--- src/rtl/lane_serializer_pkg.sv ---
// Shared types and helpers for the lane serializer.
// Parity output is enabled by the LANE_SERIALIZER_PARITY_EN macro.
package lane_serializer_pkg;

    typedef enum logic {
        IDLE  = 1'b0,
        SHIFT = 1'b1
    } state_t;

    function automatic int lane_idx_w(input int lanes);
        return $clog2(lanes);
    endfunction

endpackage

--- src/rtl/lane_serializer.sv ---
// Serializes a packed multi-lane word, one lane per cycle, valid/ready both sides.
// Optional out_parity port is built when LANE_SERIALIZER_PARITY_EN is defined.
module lane_serializer
    import lane_serializer_pkg::*;
#(
    parameter int LANES  = 4,
    parameter int LANE_W = 2
) (
    input  logic                         clk,
    input  logic                         rst,
    input  logic                         in_valid,
    output logic                         in_ready,
    input  logic [LANES-1:0][LANE_W-1:0] in_data,
    output logic                         out_valid,
    input  logic                         out_ready,
    output logic [LANE_W-1:0]            out_data,
    output logic                         out_last
`ifdef LANE_SERIALIZER_PARITY_EN
    ,
    output logic                         out_parity
`endif
);

    localparam int IW = lane_idx_w(LANES);
    localparam logic [IW-1:0] LAST = IW'(LANES - 1);

    state_t                         state_q, state_d;
    logic   [IW-1:0]                idx_q, idx_d;
    logic   [LANES-1:0][LANE_W-1:0] buf_q, buf_d;
    logic                           at_last;

    always_ff @(posedge clk or posedge rst) begin
        if (rst) begin
            state_q <= IDLE;
            idx_q   <= '0;
            buf_q   <= '0;
        end else begin
            state_q <= state_d;
            idx_q   <= idx_d;
            buf_q   <= buf_d;
        end
    end

    assign at_last = (idx_q == LAST);

    always_comb begin
        state_d  = state_q;
        idx_d    = idx_q;
        buf_d    = buf_q;
        in_ready = 1'b0;
        unique case (state_q)
            IDLE: begin
                in_ready = 1'b1;
                if (in_valid) begin
                    buf_d   = in_data;
                    idx_d   = '0;
                    state_d = SHIFT;
                end
            end
            SHIFT: begin
                if (out_ready) begin
                    if (!at_last) begin
                        idx_d = idx_q + IW'(1);
                    end else begin
                        // last lane leaving: a waiting word is taken with no bubble
                        in_ready = 1'b1;
                        if (in_valid) begin
                            buf_d = in_data;
                            idx_d = '0;
                        end else begin
                            state_d = IDLE;
                        end
                    end
                end
            end
        endcase
        if (rst) in_ready = 1'b0;
    end

    assign out_valid = (state_q == SHIFT);
    assign out_data  = buf_q[idx_q];
    assign out_last  = out_valid & at_last;

`ifdef LANE_SERIALIZER_PARITY_EN
    assign out_parity = out_valid & (^buf_q[idx_q]);
`endif

endmodule
--- config.mk ---
export PLATFORM = sky130hd
export DESIGN_NAME = lane_serializer
export DESIGN_NICKNAME = d
export VERILOG_FILES = /design/src/rtl/lane_serializer_pkg.sv /design/src/rtl/lane_serializer.sv
export SDC_FILE = /design/constraint.sdc
export NUM_CORES = 1
export LEC_CHECK = 0
export BUFFER_PORTS_ARGS = -buffer_cell sky130_fd_sc_hd__clkbuf_2
export CORE_UTILIZATION = 43
export DETAILED_ROUTE_END_ITERATION = 12
export PLACE_DENSITY_LB_ADDON = 0.2
export RECOVER_POWER = 50
export SYNTH_ARGS = -nofsm -noshare
export SYNTH_HDL_FRONTEND = slang
export SYNTH_SLANG_ARGS = --single-unit
--- constraint.sdc ---
create_clock -name clk -period 1.3 [get_ports clk]
set_input_delay 0.26 -clock clk [delete_from_list [all_inputs] [get_ports clk]]
set_output_delay 0.26 -clock clk [all_outputs]
set_load 0.1 [all_outputs]
**After elaboration in Yosys (flattened, before gate mapping)**

Cells that the tools add are included.

- Register bits: 11
- Logic and storage cells: 32
- Output and inout port bits: 5
- Input port bits: 12

- Reduce and logical (&&, ||, !) cells: 1
- Muxes and demuxes: 18
- Bitwise gates (word level): 2
- Add/subtract/negate cells: 1
- Order comparisons: 1
- Equal/unequal tests: 3

Operators by type and width:

| cell | count |
|---|---|
| 8-bit 2-to-1 mux | 3 |
| 8-bit one-hot mux with 2 select lines | 1 |
| 2-bit 2-to-1 mux | 4 |
| 1-bit 2-to-1 mux | 6 |
| 2-bit binary-select mux with 2-bit select | 1 |
| 1-bit one-hot mux with 2 select lines | 2 |
| 2-bit one-hot mux with 2 select lines | 1 |
| 2-bit by 3-bit less-than comparator with 1-bit output, second input constant | 1 |
| 2-bit by 1-bit adder with 2-bit output, second input constant | 1 |
| 2-bit == test, second input constant | 1 |
| 2-bit by 1-bit != test with 1-bit output, second input constant | 1 |
| 2-bit != test, second input constant | 1 |
| 2-bit AND reduction | 1 |
| 1-bit bitwise AND | 1 |
| 1-bit inverter | 1 |

**Longest topological paths before layout**

Gate-level depths: netlist of run 1.

- Depth in word-level cells: 5
- Depth in mapped cells: 4
- Mapped depth without buffers: 4

**Worst setup path before layout of run 1**

No wires, ideal clock.

- Kind: reg2out
- Start: register state_q, in the netlist out_valid
- End: output in_ready
- Data required time: 1040 ps
- Buffers on the path: 0
- Data arrival time: 2391 ps
- Stages on the path, launching flop included: 2
- Path slack: -1351 ps
- Cells stage by stage: dfrtp_1 -> a21oi_1

- Longest elaborated chain between the ends: 3

RTL lines:

| what | RTL line | text |
|---|---|---|
| start: declaration | lane_serializer.sv:27 | `state_t state_q, state_d;` |
| start signal: assignment | lane_serializer.sv:38 | `state_q <= state_d;` |
| 1-bit inverter | n/a |  |
| 1-bit one-hot mux with 2 select lines (*) | lane_serializer.sv:51 | `unique case (state_q)` |
| 1-bit 2-to-1 mux (*) | lane_serializer.sv:77 | `if (rst) in_ready = 1'b0;` |
| end: declaration | lane_serializer.sv:12 | `output logic in_ready,` |

Mark *: on every way between the ends. The rest lies on a longest branch, timed or not.

**Final worst setup path of run 1**

- Start: register idx_q[1]
- End: output out_data[1]

- Longest elaborated chain between the ends: 2

RTL lines:

| what | RTL line | text |
|---|---|---|
| start: declaration | lane_serializer.sv:28 | `logic [IW-1:0] idx_q, idx_d;` |
| start signal: assignment | lane_serializer.sv:39 | `idx_q <= idx_d;` |
| 2-bit binary-select mux with 2-bit select | lane_serializer.sv:81 | `assign out_data = buf_q[idx_q];` |
| 2-bit 2-to-1 mux (implied by the code) | lane_serializer.sv:81 |  |
| end: declaration | lane_serializer.sv:16 | `output logic [LANE_W-1:0] out_data,` |

No other way between the ends. The select of a mux whose other input is x is not followed.

==> results.cfg, run 1 <==
[outcome]
status = complete, but fails checks
violations = negative setup slack

[worst_hold_path]
hp-class = in -> async

[route]
antenna_left = 0
via_count = 412
wl_per_cell_um = 14.5
via_per_inst = 4.90
totalWireLength_um = 1220
firstDrtPassIters = 2
drc = 0
dr.first_iter.drc_count = 7

[global_route]
track_usage_pct = 21.4
grt_max_degree = 12
first_global_vias = 459
grt_pass1_wl_um = 2060
grt_overflow = 0
antenna_found_initial = 0

[timing]
drv_slew = 0
worst_pin_slew_ps = 431
rsz0062_at_grt = true
finalCriticalPeriod_ps = 1690
timing.fmax_ghz = 0.593
setup_viol = 13
finalHoldViolations = 0
skew_ps = 0.655
tns_ps = -3700
relSlewSlack_pct = 71.2
min_period_over_period_pct = 130
final.setup.worst_slack_ps = -386

[critical_path]
cpLargestDelayFamily = multiplexers
reg2reg_from = idx_q[0]$_DFFE_PP0P_
timing.rr.end = buf_q[4]$_DFFE_PP0P_
worst_ep_arrival_time_ps = 1430
crit_type = reg -> out
cp_slowest_stage_delay_ps = 540
startpoint_type = register
crit_buf_inv = 1
cp_slowest_cell = mux4_2
critPathCaptureType = output pin
crit_start = idx_q[1]$_DFFE_PP0P_
cp_max_fo = 6
ff2ff_path_depth = 5
r2r_slack_ps = -300
required_ps = 1040
path_cells = mux4_2 > buf_12

[clocking]
cts_buffers = 3
clk_pin_slew_ps = 70
cts.sinks = 11
cts_max_level = 1
cts_root_buf = clkbuf_4
clkLatencyLatePin_ps = 270
cts.path.max_buffers = 2
cts_tree = yes

[floorplan]
io_pins = 17
num_rows = 12
die_y_um = 39.0
core_um2 = 1190
fp.dieW_um = 39.0
die-area_um2 = 1520
start_util_pct = 49.6

[layout]
nFillCells = 68
stdcell_count = 84
multi_input_area_um2 = 332
area_delta_synth_final_pct = 52.6
nets = 85
insertedDiodeCount = 0
regArea_um2 = 282
layout-drive-gt1-share_pct = 67.1

[power_and_ir_drop]
total_power_uw = 2740
swShare_pct = 44.4
powerDensity_nw_per_um2 = 3050
combPwrFrac_pct = 67.8
leakagePower_uw = 0.000441
p_int_uw = 1520
power.share.sequential_pct = 23.5
p_clk_share_pct = 8.7
switchingPower_uw = 1220
ir_drop_mv = 2.61

[synth]
avgSynthCellArea_um2 = 14.3
synth_top_area_cell = dfrtp_1
yosys.cell_count.top_type = dfrtp_1
syn-num-nets = 55
synth.area.top_cells = dfrtp_1, mux2_4, mux4_2
async_reset_ff_share_pct = 100
ys.warnings.count = 0
synth_enable_flop_cells = 0
seq_area_frac_synth_pct = 46.8
syn_area_um2 = 588
yosys-top-cells-count = dfrtp_1, mux2_4, inv_1
syn_inst = 41
synth_flop_cell = dfrtp_1
ys_ff_latch = 11
netlist.area_leader.share_pct = 46.8
synth.distinct_cells = 14

[place]
gp_congestion = 0.788
place_ws_ps = -203
port_buffers = 16
place_hpwl_um = 930
dp_cells = 79

[flow_run]
cap_viol_max_count = 0
-- state kept, by name (all words and copies together), names as in the netlist --
name / count
out_valid: 1
idx_q: 2
buf_q: 8
-- logic make-up (layout without fill, tap and decap cells) --
family	Yosys count	count (layout)	share of synthesized area, %
mux	10	10	28.1
flops	11	11	46.8
buf+inv	4	33	2.55
simple gates	7	7	9.15
compound gates	7	7	9.15
fa+ha+maj	2	2	4.25
-- stage by stage --
stage / instance area [µm²] / hold slack (ps) / utilization [%]
after floorplan: 612 / 112 / -
after global placement: 845 / 294 / 71.2
after detailed placement: 845 / 300 / 71.2
after CTS: 895 / 11.8 / 75.4
after global routing: 897 / 57.8 / 75.6
final: 897 / 3.70 / 75.6
-- cells in the final DEF (no fill, tap or decap), drive strengths merged --
cell,netlist,routed
dfrtp,11,11
buf,0,14
nand2,4,4
inv,4,4
a21oi,2,2
nor3b,1,1
mux2,8,8
nand4b,1,1
and2,1,1
mux4,2,2
clkbuf,0,15
o21ai,1,1
o211ai,3,3
a21bo,1,1
ha,2,2
-- repair_timing --
action,in CTS,in global routing
endpoints found under the hold margin,0,0
hold buffers,0,0
setup endpoints to repair,13,13
setup buffers,1,0
resized for setup,4,1
-- final cells by class --
type | count | share of cell area (%)
clock buffers | 4 | 2.93
inverters | 4 | 1.67
multi-input cells | 26 | 37.0
flip-flops and latches | 11 | 31.4
well taps | 14 | 1.95
repair buffers | 25 | 25.1
-- metal layers --
metal  track usage [%]  vias to the layer above  part of all wire [%]
met5                 0                        -                     0
met4              2.59                        0                     0
met3              10.4                        0                   5.1
met2              32.5                       12                    50
met1              28.3                      194                    45
li1                  -                      206                     -
-- worst max-delay path by stage --
stage | end | slack (ps) | cells past startpoint
final | out_data[1] | -390 | 2
after global routing | out_data[1] | -440 | 2
after CTS | out_data[1] | -400 | 2
after detailed placement | buf_q[4]$_DFFE_PP0P_ | -200 | 4
after global placement | out_data[1] | -130 | 2
after floorplan | in_ready | -240 | 3
-- power groups by stage --
stage	clock [µW]	combinational (µW)	sequential [µW]
after detailed placement	0	1790	645
after CTS	244	1850	643
after global routing	264	1930	663
after global placement	0	1750	642
after floorplan	0	1110	660
final	237	1860	644
(Power assumes the default switching activity.)
==> run 2, diff against run 1 <==
ABC_AREA = 1   (was default)
CORE_UTILIZATION = 44   (was 43)
==> run 2 against run 1 <==
The run still ends with negative setup slack left. Register-to-register slack better by 310 ps. Cell area is 6.0% higher. Routed wire length up 10%. Die area rose by 5.7%. Critical path depth grew 4. Clock-buffer cell count fell by 1. Area after synthesis rose by 8.5%. Flip-flop and latch count did not move. Critical endpoint is now in_ready. Largest power group unchanged.
==> results.cfg, run 2 <==
[outcome]
status = complete, but fails checks
violations = negative setup slack

[critical_path]
cpLargestDelayFamily = flip-flops
startpoint_type = register
path_cells = ha_2 > inv_2 > nand2_2 > inv_2 > nor2_4 > buf_12
critPathCaptureType = output pin
required_ps = 1040
cp_common_cell = inv_2
crit_type = reg -> out
crit_buf_inv = 3
cp_slowest_stage_delay_ps = 420
cp_max_fo = 4
worst_ep_arrival_time_ps = 1350
cp_slowest_cell = dfrtp_1

[place]
place_area_um2 = 881
gp_congestion = 0.811
port_buffers = 16
dp_cells = 118
place_hpwl_um = 1030
place_ws_ps = -22.9

[layout]
final_cell_mix = nand2_1, clkbuf_2, dfrtp_1
area_delta_synth_final_pct = 49.0
largest_reg_flops = 8
design_area_um2 = 951
stdcell_count = 124
insertedDiodeCount = 0
layout_commonest_cell = nand2_1
regMostFlops = buf_q
regArea_um2 = 279
fin_util_pct = 72.2
multi_input_area_um2 = 332
nFillCells = 96
layout-drive-gt1-share_pct = 42.2
nets = 124

[clocking]
cts_max_level = 1
clk_pin_slew_ps = 70
cts_root_buf = clkbuf_4
hold_buffers = 0
cts.path.max_buffers = 2
cts.sinks = 11
cts_tree = yes
cts_buffers = 3
clkLatencyLatePin_ps = 260

[power_and_ir_drop]
swShare_pct = 49.8
leakagePower_uw = 0.000502
power.share.sequential_pct = 23.2
p_int_uw = 1310
p_clk_share_pct = 8.6
powerDensity_nw_per_um2 = 2750
combPwrFrac_pct = 68.3
ir_drop_mv = 1.27
switchingPower_uw = 1300

[synth]
seq_area_frac_synth_pct = 43.1
yosys-top-cells-count = nand2_1, inv_1, dfrtp_1
synth_compound_area_share_pct = 4.71
synth_top_area_cell = dfrtp_1
syn_inst = 82
syn_area_um2 = 638
syn-num-nets = 96
synth_top_family_by_area = simple AND/OR/NAND/NOR gates
synthAdderAreaFrac_pct = 3.92
synth_xor_area_share_pct = 0
synth.distinct_cells = 13
synthMuxAreaShare_pct = 0
synth_flop_cell = dfrtp_1
async_reset_ff_share_pct = 100
avgSynthCellArea_um2 = 7.78
ys_ff_latch = 11
synth_enable_flop_cells = 0
netlist.area_leader.share_pct = 43.1
yosys.cell_count.top_type = nand2_1
ys.warnings.count = 0
synth.area.top_cells = dfrtp_1, nand2_1, nand4_1
yosys.area_share.simple_pct = 34.7

[timing]
skew_ps = 1.22
relSlewSlack_pct = 59.8
rsz0062_at_grt = true
setup_viol = 4
final.setup.worst_slack_ps = -309
min_period_over_period_pct = 124
timing.fmax_ghz = 0.622
worst_pin_slew_ps = 604
finalCriticalPeriod_ps = 1610
finalHoldViolations = 0
drv_slew = 0
tns_ps = -1070

[floorplan]
core_um2 = 1320
start_util_pct = 48.4
die_y_um = 40.1
die-area_um2 = 1610
num_rows = 13
io_pins = 17
fp.dieW_um = 40.1

[global_route]
antenna_found_initial = 0
first_global_vias = 517
use_met2_pct = 31.9
track_usage_pct = 19.8
grt_util_met1_pct = 26.9
grt.busiest_layer = met2
grt_pass1_wl_um = 2160
grtUsageMet3_pct = 6.67
grt_max_degree = 12
grt_overflow = 0

[route]
firstDrtPassIters = 4
via_count = 604
via_per_inst = 4.87
wl_per_cell_um = 10.9
antenna_left = 0
drc = 0
totalWireLength_um = 1350
dr.first_iter.drc_count = 5

[flow_run]
cap_viol_max_count = 0

[worst_hold_path]
hp-class = in -> async
==> run 2: logic make-up (layout without fill, tap and decap cells) <==
logic type                 after synthesis  count (layout)
and+or+nand+nor                         49              49
buffers and inverters                   16              43
DFF                                     11              11
AOI/OAI and AO/OA                        4               4
adders and majority gates                2               2
==> run 2: path summary, 6_finish.rpt <==
kind,depth (start not counted),slack (ps),start,endpoint
max,6,-310,idx_q[1]$_DFFE_PP0P_,in_ready
min,3,180,rst,idx_q[0]$_DFFE_PP0P_
max reg2reg,7,10,idx_q[1]$_DFFE_PP0P_,buf_q[1]$_DFFE_PP0P_
min reg2reg,2,480,buf_q[7]$_DFFE_PP0P_,buf_q[7]$_DFFE_PP0P_
max in group asynchronous,3,670,rst,out_valid$_DFF_PP0_
min in group clk,3,220,in_data[7],buf_q[7]$_DFFE_PP0P_
==> run 2: timing repair <==
item | 4_1_cts | 5_1_grt
pin swaps | 4 | 2
resized for setup | 5 | 6
endpoints found under the setup margin | 12 | 12
buffers inserted | 1 | 1
==> run 2: layout make-up <==
class,instances,share of cell area [%]
Clock buffer,3,2.37
Multi-Input combinational cell,55,34.9
Inverter,12,5.13
Sequential cell,11,29.3
Clock inverter,1,0.526
Tap cell,15,1.97
Timing Repair Buffer,27,25.8
==> run 2: per-stage QoR <==
| stage | hold WS, ps | total power (µW) |
|---|---|---|
| final | 181 | 2620 |
| after global routing | 224 | 2790 |
| after CTS | 20.0 | 2580 |
| after detailed placement | 312 | 2290 |
| after global placement | 315 | 2270 |
| after floorplan | 144 | 1720 |
==> run 2: routing by layer <==
| metal | part of all wire (%) | routed length (µm) | vias to the layer above |
|---|---|---|---|
| li1 | - | - | 313 |
| met1 | 49 | 657 | 279 |
| met2 | 47 | 638 | 12 |
| met3 | 3.8 | 51 | 0 |
| met4 | 0 | 0 | 0 |
| met5 | 0 | 0 | - |
==> run 2: tightest hold or removal path, delay by kind of cell <==
kind                   cells  cell delay [ps]
buffers and inverters      3              670
==> run 2: power groups by stage <==
stage / clock network [µW] / logic, µW / registers [µW]
after floorplan: 0 / 1110 / 607
after global placement: 0 / 1670 / 597
after detailed placement: 0 / 1680 / 603
after CTS: 239 / 1740 / 602
after global routing: 254 / 1920 / 618
final: 224 / 1790 / 607
